File: src/rtl/mul_share_pkg.sv
`default_nettype none
// ============================================================================
//  Module      : mul_share_pkg
//  Description : Shared types, default sizes and the round-robin pick helper
//                for the shared sequential multiplier arbiter.
//  Revision    : 1.0  initial release
// ============================================================================
package mul_share_pkg;

    localparam int C_DEF_WIDTH = 16;
    localparam int C_DEF_NREQ  = 4;
    // Largest requester count the pick helper supports.
    localparam int C_MAX_NREQ  = 8;
    localparam int C_PTR_W     = $clog2(C_MAX_NREQ);

    typedef enum logic [1:0] {
        IDLE = 2'd0,
        BUSY = 2'd1,
        DONE = 2'd2
    } state_t;

    // One-hot grant for the first set bit of req, searching upward from
    // ptr+1 and wrapping at n. Bits at or above n are never granted.
    function automatic logic [C_MAX_NREQ-1:0] rr_pick(
        input logic [C_MAX_NREQ-1:0] req,
        input int                    ptr,
        input int                    n
    );
        logic [C_MAX_NREQ-1:0] grant;
        logic                  found;
        logic [C_PTR_W-1:0]    sel;
        int                    s;
        grant = '0;
        found = 1'b0;
        for (int k = 1; k <= C_MAX_NREQ; k++) begin
            if (k <= n) begin
                s = ptr + k;
                if (s >= n) begin
                    s = s - n;
                end
                sel = C_PTR_W'(s);
                if (!found && req[sel]) begin
                    grant[sel] = 1'b1;
                    found      = 1'b1;
                end
            end
        end
        return grant;
    endfunction

endpackage
`default_nettype wire

File: src/rtl/mul_seq_core.sv
`default_nettype none
// ============================================================================
//  Module      : mul_seq_core
//  Description : Unsigned shift-add multiplier, one partial-product step per
//                clock. A load starts WIDTH steps; the carry out of each add
//                is shifted into the accumulator so the 2*WIDTH result is
//                exact.
//  Revision    : 1.0  initial release
// ============================================================================
module mul_seq_core #(
    parameter int WIDTH = 16
) (
    input  logic               clk,
    input  logic               rst_n,
    input  logic               load,
    input  logic [WIDTH-1:0]   a,
    input  logic [WIDTH-1:0]   b,
    output logic [2*WIDTH-1:0] product,
    output logic               done
);

    localparam int C_CNT_W = $clog2(WIDTH + 1);

    logic [WIDTH-1:0]   r_a;
    logic [2*WIDTH-1:0] r_acc;
    logic [C_CNT_W-1:0] r_count;
    logic [WIDTH:0]     w_sum;

    // Upper half plus multiplicand when the current multiplier bit is set;
    // bit WIDTH of w_sum is the carry that becomes the new accumulator MSB.
    always_comb begin
        w_sum = {1'b0, r_acc[2*WIDTH-1:WIDTH]};
        if (r_acc[0]) begin
            w_sum = {1'b0, r_acc[2*WIDTH-1:WIDTH]} + {1'b0, r_a};
        end
    end

    // Load operands, then add-and-shift right once per clock until count hits 0.
    always_ff @(posedge clk) begin
        if (!rst_n) begin
            r_a     <= '0;
            r_acc   <= '0;
            r_count <= '0;
        end else if (load) begin
            r_a     <= a;
            r_acc   <= {{WIDTH{1'b0}}, b};
            r_count <= C_CNT_W'(WIDTH);
        end else if (r_count != '0) begin
            r_acc   <= {w_sum, r_acc[WIDTH-1:1]};
            r_count <= r_count - C_CNT_W'(1);
        end
    end

    // The accumulator holds the final product from the step after done
    // until the next load.
    assign product = r_acc;
    // High during the cycle whose closing edge performs the last step.
    assign done    = (r_count == C_CNT_W'(1));

endmodule
`default_nettype wire

File: src/rtl/mul_share_arbiter.sv
`default_nettype none
// ============================================================================
//  Module      : mul_share_arbiter
//  Description : Round-robin sharing of one sequential multiplier between
//                NREQ valid/ready requesters, one operation in flight, with a
//                one-cycle one-hot response pulse to the owner.
//  Revision    : 1.0  initial release
// ============================================================================
module mul_share_arbiter
    import mul_share_pkg::*;
#(
    parameter int WIDTH = C_DEF_WIDTH,
    parameter int NREQ  = C_DEF_NREQ,
    parameter int IDW   = $clog2(NREQ)
) (
    input  logic                    clk,
    input  logic                    rst_n,
    input  logic [NREQ-1:0]         req_valid,
    output logic [NREQ-1:0]         req_ready,
    input  logic [NREQ*WIDTH-1:0]   req_a,
    input  logic [NREQ*WIDTH-1:0]   req_b,
    output logic [NREQ-1:0]         resp_valid,
    output logic [IDW-1:0]          resp_id,
    output logic [2*WIDTH-1:0]      resp_product,
    output logic                    busy
);

    state_t             r_state;
    logic [IDW-1:0]     r_ptr;
    logic [IDW-1:0]     r_owner;
    logic [NREQ-1:0]    r_resp_valid;

    logic [NREQ-1:0]    w_grant;
    logic [IDW-1:0]     w_win_idx;
    logic [WIDTH-1:0]   w_win_a;
    logic [WIDTH-1:0]   w_win_b;
    logic               w_load;
    logic               w_core_done;
    logic [2*WIDTH-1:0] w_product;

    // Round-robin winner among currently valid requesters and its operands.
    always_comb begin
        w_grant   = NREQ'(rr_pick(C_MAX_NREQ'(req_valid), 32'(r_ptr), NREQ));
        w_win_idx = '0;
        w_win_a   = '0;
        w_win_b   = '0;
        for (int i = 0; i < NREQ; i++) begin
            if (w_grant[i]) begin
                w_win_idx = IDW'(i);
                w_win_a   = req_a[i*WIDTH +: WIDTH];
                w_win_b   = req_b[i*WIDTH +: WIDTH];
            end
        end
    end

    // Grants are only offered while idle; the capture happens on that edge.
    assign w_load    = (r_state == IDLE) && (w_grant != '0);
    assign req_ready = (r_state == IDLE) ? w_grant : '0;

    mul_seq_core #(
        .WIDTH   (WIDTH)
    ) u_core (
        .clk     (clk),
        .rst_n   (rst_n),
        .load    (w_load),
        .a       (w_win_a),
        .b       (w_win_b),
        .product (w_product),
        .done    (w_core_done)
    );

    // Control FSM: capture in IDLE, wait for the core in BUSY, pulse in DONE.
    always_ff @(posedge clk) begin
        if (!rst_n) begin
            r_state      <= IDLE;
            r_ptr        <= IDW'(NREQ - 1);
            r_owner      <= '0;
            r_resp_valid <= '0;
        end else begin
            r_resp_valid <= '0;
            case (r_state)
                IDLE: begin
                    if (w_load) begin
                        r_owner <= w_win_idx;
                        r_ptr   <= w_win_idx;
                        r_state <= BUSY;
                    end
                end
                BUSY: begin
                    if (w_core_done) begin
                        r_resp_valid <= NREQ'(1) << r_owner;
                        r_state      <= DONE;
                    end
                end
                DONE: begin
                    r_state <= IDLE;
                end
                default: begin
                    r_state <= IDLE;
                end
            endcase
        end
    end

    assign resp_valid   = r_resp_valid;
    assign resp_id      = r_owner;
    assign resp_product = w_product;
    assign busy         = (r_state != IDLE);

endmodule
`default_nettype wire

File: config.mk
export PLATFORM = sky130hd
export DESIGN_NAME = mul_share_arbiter
export DESIGN_NICKNAME = d
export VERILOG_FILES = /design/src/rtl/mul_share_pkg.sv /design/src/rtl/mul_seq_core.sv /design/src/rtl/mul_share_arbiter.sv
export SDC_FILE = /design/constraint.sdc
export NUM_CORES = 1
export LEC_CHECK = 0
export ABC_CLOCK_PERIOD_IN_PS = 11350
export BUFFER_PORTS_ARGS = -buffer_cell sky130_fd_sc_hd__buf_2
export CAP_MARGIN = 20
export CORE_AREA = 2 2 131 133
export DETAILED_ROUTE_END_ITERATION = 8
export DIE_AREA = 0 0 133 135
export PLACE_DENSITY = 0.64
export SLEW_MARGIN = 20
export SYNTH_ARGS = -nofsm -noshare
export SYNTH_HDL_FRONTEND = slang
export SYNTH_HIERARCHICAL = 1
export SYNTH_SLANG_ARGS = --single-unit
File: constraint.sdc
create_clock -name clk -period 11.35 [get_ports clk]
set_input_delay 0.5675 -clock clk [delete_from_list [all_inputs] [get_ports clk]]
set_output_delay 0.5675 -clock clk [all_outputs]
set_load 0.05 [all_outputs]
==> results.toml, run 1 <==
[yosys]
yosysUniqueCellTypes = 65
syn_area_per_cell_um2 = 7.86
ys_ff_latch = 63
netlist_area_um2 = 4910
syn_inst = 625
yosysSeqAreaShare_pct = 25.7
yosys_warnings = 6
synth-main-ff-cell = "dfxtp_1"
synth_edf_count = 0
syn-num-nets = 786
synthArstFlopShare_pct = 0

[clock_tree]
postCtsHoldBufs = 0
root_buffer = "clkbuf_16"
cts_max_level = 3
insertion_delay_ns = 0.33
clockBufferDepth = 2
cts_buffers = 9
cts_resized = 0
clkTransAtPathRegs_ns = 0.06
cts_setup_buffers = 0
cts_tree = "built"
clock_sinks = 63

[power_and_ir_drop]
netSwitchingFraction_pct = 54.8
p_int_w = 0.00108
p_sw_w = 0.00131
p_per_area_nw_per_um2 = 383
p_leak_nw = 2.83
pwr-share-comb_pct = 72.1
clockPowerShare_pct = 12.8
pwr-share-seq_pct = 15.0
ir_worst_vdd_mv = 0.215

[placed_design]
hpwl_mm = 12.1
dp_slack_ns = 6.74
port_buffers = 176
place_congestion = 0.897

[drt]
drt_pass1_iterations = 7
drc = 0
vias = 5364
ant_nets = 0
avgViaCountPerCell = 5.37
finalWirelength_mm = 16.3
drt-initial-drc-count = 341
routedWlPerCell_um = 16.4

[setup_path]
reg2reg_depth = 14
endpoint_kind = "flop"
crit_type = "flop to flop"
critical_path_required_ns = 11.62
r2r-start = "r_ptr[0]"
worst-path-max-fanout = 51
critPathLaunchType = "flop"
r2r_end = "u_core/product[28]"
arrival_ns = 4.92
r2r_setup_slack_ns = 6.70

[timing]
slew_viol_final = 0
fin_crit_ns = 4.65
rsz0062_at_grt = "no"
period_share_pct = 41.0
max_freq_ghz = 0.215
hold_viol_final = 0
setup_tns_ns = 0
relSlewSlack_pct = 49.3
fin_ws_ns = 6.70
setup_viol = 0
worst_slew_pin_slew_ns = 0.760
skew_ns = 0.00699

[floorplan]
start_util_pct = 29.9
io_pins = 177
die_x_um = 133
core_um2 = 16400
die_h_um = 135
die_area_um2 = 18000
rows = 47

[global_routing]
grt_pass1_vias = 5124
antenna_found_initial = 1
grt_overflow = 0
grt_max_degree = 53
grt_pass1_wl_mm = 26.2
grt_usage_pct = 18.2

[finish]
drive_above_1_share_pct = 28.8
final_cell_mix = "176 x buf_2, 63 x dfxtp_1, 61 x a21oi_1, 55 x nor2_1, 39 x mux2i_1"
syn2layout_area_growth_pct = 26.8
n_antenna_cell = 0
nets = 935
layout_commonest_cell = "buf_2"
fill_cells = 1705

[flow_run]
cap_violations = 0

[worst_hold_path]
hold_path_depth = 1
holdPathEnd = "resp_valid[1]"
min-delay-start = "resp_id[1]"
min_path_type = "flop to flop"

[status]
outcome = "finished clean"
critical path, stage by stage (launching register included):
cell      delay, ns
dfxtp_1        0.58
inv_1          0.18
ha_1           0.41
mux4_2         0.60
nand2_1        0.15
nor3b_1        0.42
a211oi_4       0.04
buf_4          0.27
o21ai_0        0.24
nand2_2        0.07
buf_4          0.32
nor2b_1        0.56
nand3_1        0.33
a211o_1        0.31
nand3_1        0.07
power groups by stage:
stage	registers (W)	clock network (W)	logic, W
after floorplan	0.000455	0	0.00127
after global placement	0.000364	0	0.00169
after detailed placement	0.000362	0	0.00171
after CTS	0.000359	0.000314	0.00172
after global routing	0.000369	0.000325	0.00190
final	0.000359	0.000306	0.00172
worst max path at each step:
stage          startpoint                 end  slack [ns]
2_1_floorplan    r_ptr[0]   u_core/product[1]        7.71
3_3_place_gp     r_ptr[0]  u_core/product[28]        6.85
3_5_place_dp     r_ptr[0]  u_core/product[28]        6.74
4_1_cts          r_ptr[0]  u_core/product[28]        6.70
5_1_grt          r_ptr[0]  u_core/product[28]        6.40
6_report         r_ptr[0]  u_core/product[28]        6.70
per-layer routing:
layer,share of wire (%),vias to the layer above,wire length [um],GRT usage (%)
met5,0.080,-,13,0
met4,2.4,2,391,6.93
met3,6.9,29,1130,4.50
met2,46,207,7530,30.0
met1,45,2489,7270,22.9
li1,-,2637,-,-
through the flow:
step | cell area [um^2] | hold WS [ns] | util (%) | std cells | power [W]
2_1_floorplan | 4910 | 0.487 | - | 625 | 0.00173
3_3_place_gp | 5900 | 0.504 | 35.9 | 983 | 0.00206
3_5_place_dp | 5900 | 0.500 | 35.9 | 983 | 0.00207
4_1_cts | 6230 | 0.514 | 38.0 | 999 | 0.00239
5_1_grt | 6230 | 0.539 | 38.0 | 999 | 0.00259
6_report | 6230 | 0.512 | 38.0 | 999 | 0.00239
flip-flops by register name, indices dropped and copies added (netlist names):
register / flops
u_core/r_a: 16
resp_id: 2
r_ptr: 2
resp_valid: 4
r_state: 2
u_core/product: 32
u_core/r_count: 5
final cells by class:
class	count	area [um^2]	area share, %
multi-input combinational	505	3370	54.2
sequential	63	1260	20.2
timing repair buffer	185	948	15.2
tap	220	275	4.42
clock buffer	10	239	3.84
clock inverter	6	93.8	1.51
inverter	10	37.5	0.603
cells by family (layout without fill, tap and decap cells):
group,Yosys count,in the layout,synth area share [%]
XOR/XNOR,11,11,1.96
AO/OA/AOI/OAI,192,192,25.6
adder cells (fa/ha/maj),27,27,7.03
buffers and inverters,57,211,5.88
AND/OR/NAND/NOR,231,231,24.3
multiplexers,44,44,9.55
flip-flops,63,63,25.7
synthesized netlist by cell type (all sizes together), types with 3 or more instances:
master | instances | area [um^2]
o21a | 4 | 30.0
a21o | 7 | 52.6
dfxtp | 63 | 1260
buf | 26 | 173
nand4b | 3 | 26.3
mux2 | 3 | 33.8
nor3 | 4 | 25.0
nand2b | 3 | 18.8
ha | 26 | 325
o211ai | 6 | 45.0
nand2 | 35 | 131
nand4 | 36 | 231
a31oi | 38 | 244
xor2 | 4 | 35.0
inv | 9 | 33.8
o21ai | 32 | 164
nor2b | 24 | 150
mux2i | 39 | 390
a211o | 4 | 35.0
and2 | 19 | 120
a21oi | 64 | 339
nor2 | 55 | 206
and3 | 8 | 50.1
xnor2 | 7 | 61.3
a211oi | 13 | 108
clkbuf | 21 | 78.8
o22ai | 4 | 25.0
nand3 | 37 | 185
No activity file was read; power rests on OpenSTA's default activity.
==> run 2: changes to the inputs <==
--- a/config.mk
+++ b/config.mk
@@ -5,13 +5,14 @@
 export SDC_FILE = /design/constraint.sdc
 export NUM_CORES = 1
 export LEC_CHECK = 0
-export ABC_CLOCK_PERIOD_IN_PS = 11350
+export ABC_AREA = 1
+export ABC_CLOCK_PERIOD_IN_PS = 4400
 export BUFFER_PORTS_ARGS = -buffer_cell sky130_fd_sc_hd__buf_2
 export CAP_MARGIN = 20
-export CORE_AREA = 2 2 131 133
+export CORE_AREA = 2 2 138 140
 export DETAILED_ROUTE_END_ITERATION = 8
-export DIE_AREA = 0 0 133 135
-export PLACE_DENSITY = 0.64
+export DIE_AREA = 0 0 140 142
+export PLACE_DENSITY = 0.62
 export SLEW_MARGIN = 20
 export SYNTH_ARGS = -nofsm -noshare
 export SYNTH_HDL_FRONTEND = slang
==> constraint.sdc (replaced) <==
create_clock -name clk -period 4.4 [get_ports clk]
set_input_delay 0.22 -clock clk [delete_from_list [all_inputs] [get_ports clk]]
set_output_delay 0.22 -clock clk [all_outputs]
set_load 0.05 [all_outputs]
==> results.toml, run 2 <==
[status]
outcome = "complete, but fails checks"
violations = "design-rule violations"

[clock_tree]
cts_max_level = 3
postCtsHoldBufs = 0
clock_sinks = 63
cts_resized = 0
root_buffer = "clkbuf_16"
cts_tree = "built"
cts_setup_buffers = 0
insertion_delay_ns = 0.33
clkTransAtPathRegs_ns = 0.05
cts_buffers = 9
clockBufferDepth = 2

[yosys]
yosysSeqAreaShare_pct = 23.3
synthXorXnorAreaFrac_pct = 0.647
synth_area_leader_cell = "dfxtp_1"
synth_compound_area_share_pct = 18.8
synth_most_common_cell = "nand2_1"
muxShareOfSynthArea_pct = 0.370
syn-num-nets = 1006
synth_top_family_by_area = "simple AND/OR/NAND/NOR gates"
synth_top_area_share_pct = 23.3
synth_fa_ha_area_share_pct = 6.38
netlist_area_um2 = 5420
yosys_warnings = 6
yosysUniqueCellTypes = 42
synth_simple_gate_area_share_pct = 40.1
synth_top_cells_by_count = "243 x nand2_1, 74 x nor2_1, 68 x inv_1"
synthArstFlopShare_pct = 0
ys_ff_latch = 63
synth_area_leaders = "dfxtp_1 23%, nand2_1 17%, ha_1 6.0%"
syn_area_per_cell_um2 = 6.41
synth-main-ff-cell = "dfxtp_1"
syn_inst = 845
synth_edf_count = 0

[timing]
setup_tns_ns = 0
skew_ns = 0.00622
setup_viol = 0
period_share_pct = 77.7
rsz0062_at_grt = "no"
hold_viol_final = 0
worst_slew_pin_slew_ns = 1.02
slew_viol_final = 0
relSlewSlack_pct = 32.0
max_freq_ghz = 0.292
fin_crit_ns = 3.42

[power_and_ir_drop]
p_leak_nw = 3.37
power_w = 0.00591
p_per_area_nw_per_um2 = 884
ir_worst_vdd_mv = 0.695

[floorplan]
io_pins = 177
die_h_um = 142
die_x_um = 140
start_util_pct = 29.3
rows = 50
core_um2 = 18500
die_area_um2 = 19900

[finish]
multi_input_area_um2 = 3590
drive_above_1_share_pct = 26.7
layout_commonest_cell = "nand2_1"
syn2layout_area_growth_pct = 23.4
largest_register_ffs = 32
nets = 1159
n_antenna_cell = 0
ff_latch_area_um2 = 1260
fill_cells = 2012
final_cell_mix = "243 x nand2_1, 176 x buf_2, 74 x nor2_1, 68 x inv_1, 63 x dfxtp_1"

[setup_path]
critPathTopFamily = "simple AND/OR/NAND/NOR gates"
worst-path-buf-inv = 5
critical_path_required_ns = 4.58
slowest_delay_ns = 0.52
worst-path-max-fanout = 34
critPathMostFrequentCell = "nand2_1"
critPathLaunchType = "flop"
slowest_stage = "dfxtp_1"
crit_type = "flop to flop"
cp_cell_sequence = "inv_2 > ha_1 > inv_1 > nand3_2 > nand3_4 > nand2_4 > inv_2 > nand2_1 > nor2_1 > nor2_4 > nand2_1 > nand2_1 > nand2_1 > buf_4 > nor2_8 > nand2_4 > clkinv_2 > nand2_1 > o21ai_0"
arrival_ns = 3.60
endpoint_kind = "flop"

[drt]
avgViaCountPerCell = 4.77
drt_pass1_iterations = 9
finalWirelength_mm = 17.4
drt-initial-drc-count = 286
ant_nets = 0
vias = 5906
routedWlPerCell_um = 14.1
drc = 4

[global_routing]
grt_pass1_wl_mm = 28.0
grt_overflow = 0
antenna_found_initial = 0
grt_max_degree = 68
grt_pass1_vias = 5442
grt_usage_pct = 17.6

[worst_hold_path]
min_path_type = "primary input to flop"

[placed_design]
port_buffers = 176
place_congestion = 0.814
hpwl_mm = 13.2

[flow_run]
cap_violations = 0
run 2: cell families after synthesis:
| kind of cell | after synthesis |
|---|---|
| mux | 2 |
| compound gates | 169 |
| xor+xnor | 4 |
| fa+ha+maj | 27 |
| flops | 63 |
| simple gates | 464 |
| buf+inv | 116 |
run 2: per-layer routing:
layer / up-vias / GRT usage [%] / wire length [um]
li1: 3049 / - / -
met1: 2657 / 22.9 / 7970
met2: 189 / 30.2 / 8220
met3: 11 / 3.77 / 1030
met4: 0 / 3.88 / 199
met5: - / 0 / 0
run 2: final timing paths:
path                                        start  cells past startpoint  slack [ns]                  to
worst max-delay path                     r_ptr[0]                     19        0.98  u_core/product[18]
worst min-delay path                        rst_n                      2        0.32            r_ptr[0]
worst max register to register           r_ptr[0]                     19        0.98  u_core/product[18]
worst min register to register  u_core/product[0]                      2        0.48   u_core/product[0]
run 2: area by class of cell:
type / count / share of cell area (%)
tap: 234 / 4.38
sequential: 63 / 18.9
timing repair buffer: 182 / 13.9
inverter: 76 / 4.29
clock buffer: 11 / 3.63
clock inverter: 5 / 1.22
multi-input combinational: 666 / 53.8
run 2: power by group:
group,switching [W],total [W],internal (W)
clock,0.000259,0.000770,0.000511
combinational,0.00294,0.00428,0.00134
sequential,0.000125,0.000860,0.000735
run 2: per-stage QoR:
step	instances	setup WS [ns]	hold slack, ns	util [%]	area [um^2]
after floorplan	845	1.63	0.304	-	5420
after global placement	1221	1.08	0.466	34.5	6360
after detailed placement	1221	0.982	0.476	34.5	6360
after CTS	1237	0.930	0.310	36.2	6680
after global routing	1237	0.602	0.340	36.2	6680
final	1237	0.979	0.323	36.2	6680
==> run 3: changes to the inputs <==
--- a/config.mk
+++ b/config.mk
@@ -6,7 +6,7 @@
 export NUM_CORES = 1
 export LEC_CHECK = 0
 export ABC_AREA = 1
-export ABC_CLOCK_PERIOD_IN_PS = 4400
+export ABC_CLOCK_PERIOD_IN_PS = 3400
 export BUFFER_PORTS_ARGS = -buffer_cell sky130_fd_sc_hd__buf_2
 export CAP_MARGIN = 20
 export CORE_AREA = 2 2 138 140
==> constraint.sdc (replaced) <==
create_clock -name clk -period 3.4 [get_ports clk]
set_input_delay 0.17 -clock clk [delete_from_list [all_inputs] [get_ports clk]]
set_output_delay 0.17 -clock clk [all_outputs]
set_load 0.05 [all_outputs]
==> results.toml, run 3 (synthesis results as in run 2) <==
[finish]
fill_cells = 2033
fin_util_pct = 36.6
multi_input_area_um2 = 3590
ff_latch_area_um2 = 1260
layout_commonest_cell = "nand2_1"
final_cell_mix = "243 x nand2_1, 176 x buf_2, 74 x nor2_1, 68 x inv_1, 63 x dfxtp_1"
nets = 1169
fin_area_um2 = 6760
syn2layout_area_growth_pct = 24.8
drive_above_1_share_pct = 27.3
n_antenna_cell = 0
largest_register_ffs = 32

[setup_path]
critical_path_required_ns = 3.23
r2r-start = "r_ptr[0]"
endpoint_kind = "output port"
crit_type = "flop to output port"
slowest_stage = "buf_4"
r2r_end = "u_core/product[18]"
critPathLaunchType = "flop"
arrival_ns = 2.92
reg2reg_depth = 19
worst-path-max-fanout = 67
slowest_delay_ns = 0.62
r2r_setup_slack_ns = 0.36
cp_cell_sequence = "inv_2 > ha_1 > inv_1 > nand3_2 > nand3_4 > nand2_4 > nor2_8 > nand2_4 > nand3_4 > buf_4 > nand2_1 > inv_1 > buf_2"

[clock_tree]
cts_resized = 0
clock_sinks = 63
cts_tree = "built"
cts_buffers = 9
clockBufferDepth = 2
clkTransAtPathRegs_ns = 0.06
postCtsHoldBufs = 0
cts_max_level = 3
insertion_delay_ns = 0.34
root_buffer = "clkbuf_16"
cts_setup_buffers = 0

[power_and_ir_drop]
p_leak_nw = 3.42
p_sw_w = 0.00434
pwr-share-comb_pct = 73.5
p_int_w = 0.00347
ir_worst_vdd_mv = 0.704
netSwitchingFraction_pct = 55.6
pwr-share-seq_pct = 14.1
p_per_area_nw_per_um2 = 1160
clockPowerShare_pct = 12.4

[timing]
fin_crit_ns = 3.09
worst_slew_pin_slew_ns = 0.801
skew_ns = 0.00919
setup_tns_ns = 0
relSlewSlack_pct = 46.4
rsz0062_at_grt = "no"
setup_viol = 0
hold_viol_final = 0
max_freq_ghz = 0.324
slew_viol_final = 0
period_share_pct = 90.8
fin_ws_ns = 0.312

[global_routing]
grt_usage_pct = 17.5
antenna_found_initial = 0
grt_max_degree = 68
grt_pass1_wl_mm = 27.4
grt_overflow = 0
grt_pass1_vias = 5386

[drt]
drc = 4
ant_nets = 0
finalWirelength_mm = 17.5
avgViaCountPerCell = 4.72
drt-initial-drc-count = 284
routedWlPerCell_um = 14.1
vias = 5881
drt_pass1_iterations = 7

[floorplan]
core_um2 = 18500
start_util_pct = 29.3
rows = 50
die_h_um = 142
io_pins = 177
die_x_um = 140
die_area_um2 = 19900

[worst_hold_path]
hold_path_depth = 5
holdPathEnd = "u_core/r_a[12]"
min-delay-start = "req_a[44]"
min_path_type = "primary input to flop"

[placed_design]
hpwl_mm = 13.6
dp_slack_ns = 0.383
port_buffers = 176
place_congestion = 0.826
dpl-instance-area_um2 = 6450

[status]
violations = "design-rule violations"
outcome = "complete, but fails checks"

[flow_run]
cap_violations = 0
[run 3: changes by cell type in the layout (fill, tap and decap cells not counted), sizes merged]
cell,delta
buf,+10
bufinv,-1
clkbuf,+3
clkinv,-2
[run 3: layout make-up]
| class | instances | share of cell area (%) |
|---|---|---|
| well taps | 234 | 4.33 |
| repair buffers | 192 | 15.0 |
| clock buffers | 14 | 4.05 |
| clock inverters | 2 | 0.555 |
| inverters | 76 | 4.24 |
| multi-input cells | 666 | 53.2 |
| flip-flops and latches | 63 | 18.7 |
[run 3: how the worst max path moves through the flow]
stage | startpoint | end | slack, ns | cells after the start
floorplan | r_ptr[0] | u_core/product[19] | 0.63 | 20
detailed placement | r_ptr[0] | u_core/product[4] | 0.38 | 15
global placement | r_ptr[0] | u_core/product[4] | 0.43 | 15
global route | r_ptr[0] | req_ready[1] | 0.05 | 13
CTS | r_ptr[0] | req_ready[1] | 0.28 | 13
finish | r_ptr[0] | req_ready[1] | 0.31 | 13
[run 3: power groups by stage]
| stage | clock, W | sequential (W) | combinational [W] |
|---|---|---|---|
| after floorplan | 0 | 0.00135 | 0.00429 |
| after global placement | 0 | 0.00112 | 0.00573 |
| after detailed placement | 0 | 0.00112 | 0.00576 |
| after CTS | 0.000986 | 0.00111 | 0.00579 |
| after global routing | 0.00102 | 0.00113 | 0.00636 |
| final | 0.000966 | 0.00110 | 0.00574 |
[run 3: critical path, delay by kind of cell, from the launching register on]
family	cells	cell delay, ns
buffers and inverters	5	1.15
adders and majority gates	1	0.36
DFF	1	0.34
and+or+nand+nor	7	0.72
[run 3: routing by layer]
| layer | GRT usage (%) | part of all wire [%] | up-vias |
|---|---|---|---|
| li1 | - | - | 3077 |
| met1 | 21.5 | 45 | 2617 |
| met2 | 30.3 | 47 | 165 |
| met3 | 4.48 | 6.1 | 22 |
| met4 | 4.94 | 1.8 | 0 |
| met5 | 0 | 0 | - |
[run 3: metrics by stage]
| stage | std cells | total power [W] | hold slack (ns) |
|---|---|---|---|
| 6_report | 1247 | 0.00781 | 0.272 |
| 5_1_grt | 1247 | 0.00851 | 0.295 |
| 4_1_cts | 1247 | 0.00788 | 0.266 |
| 3_5_place_dp | 1231 | 0.00689 | 0.467 |
| 3_3_place_gp | 1231 | 0.00685 | 0.464 |
| 2_1_floorplan | 845 | 0.00564 | 0.254 |
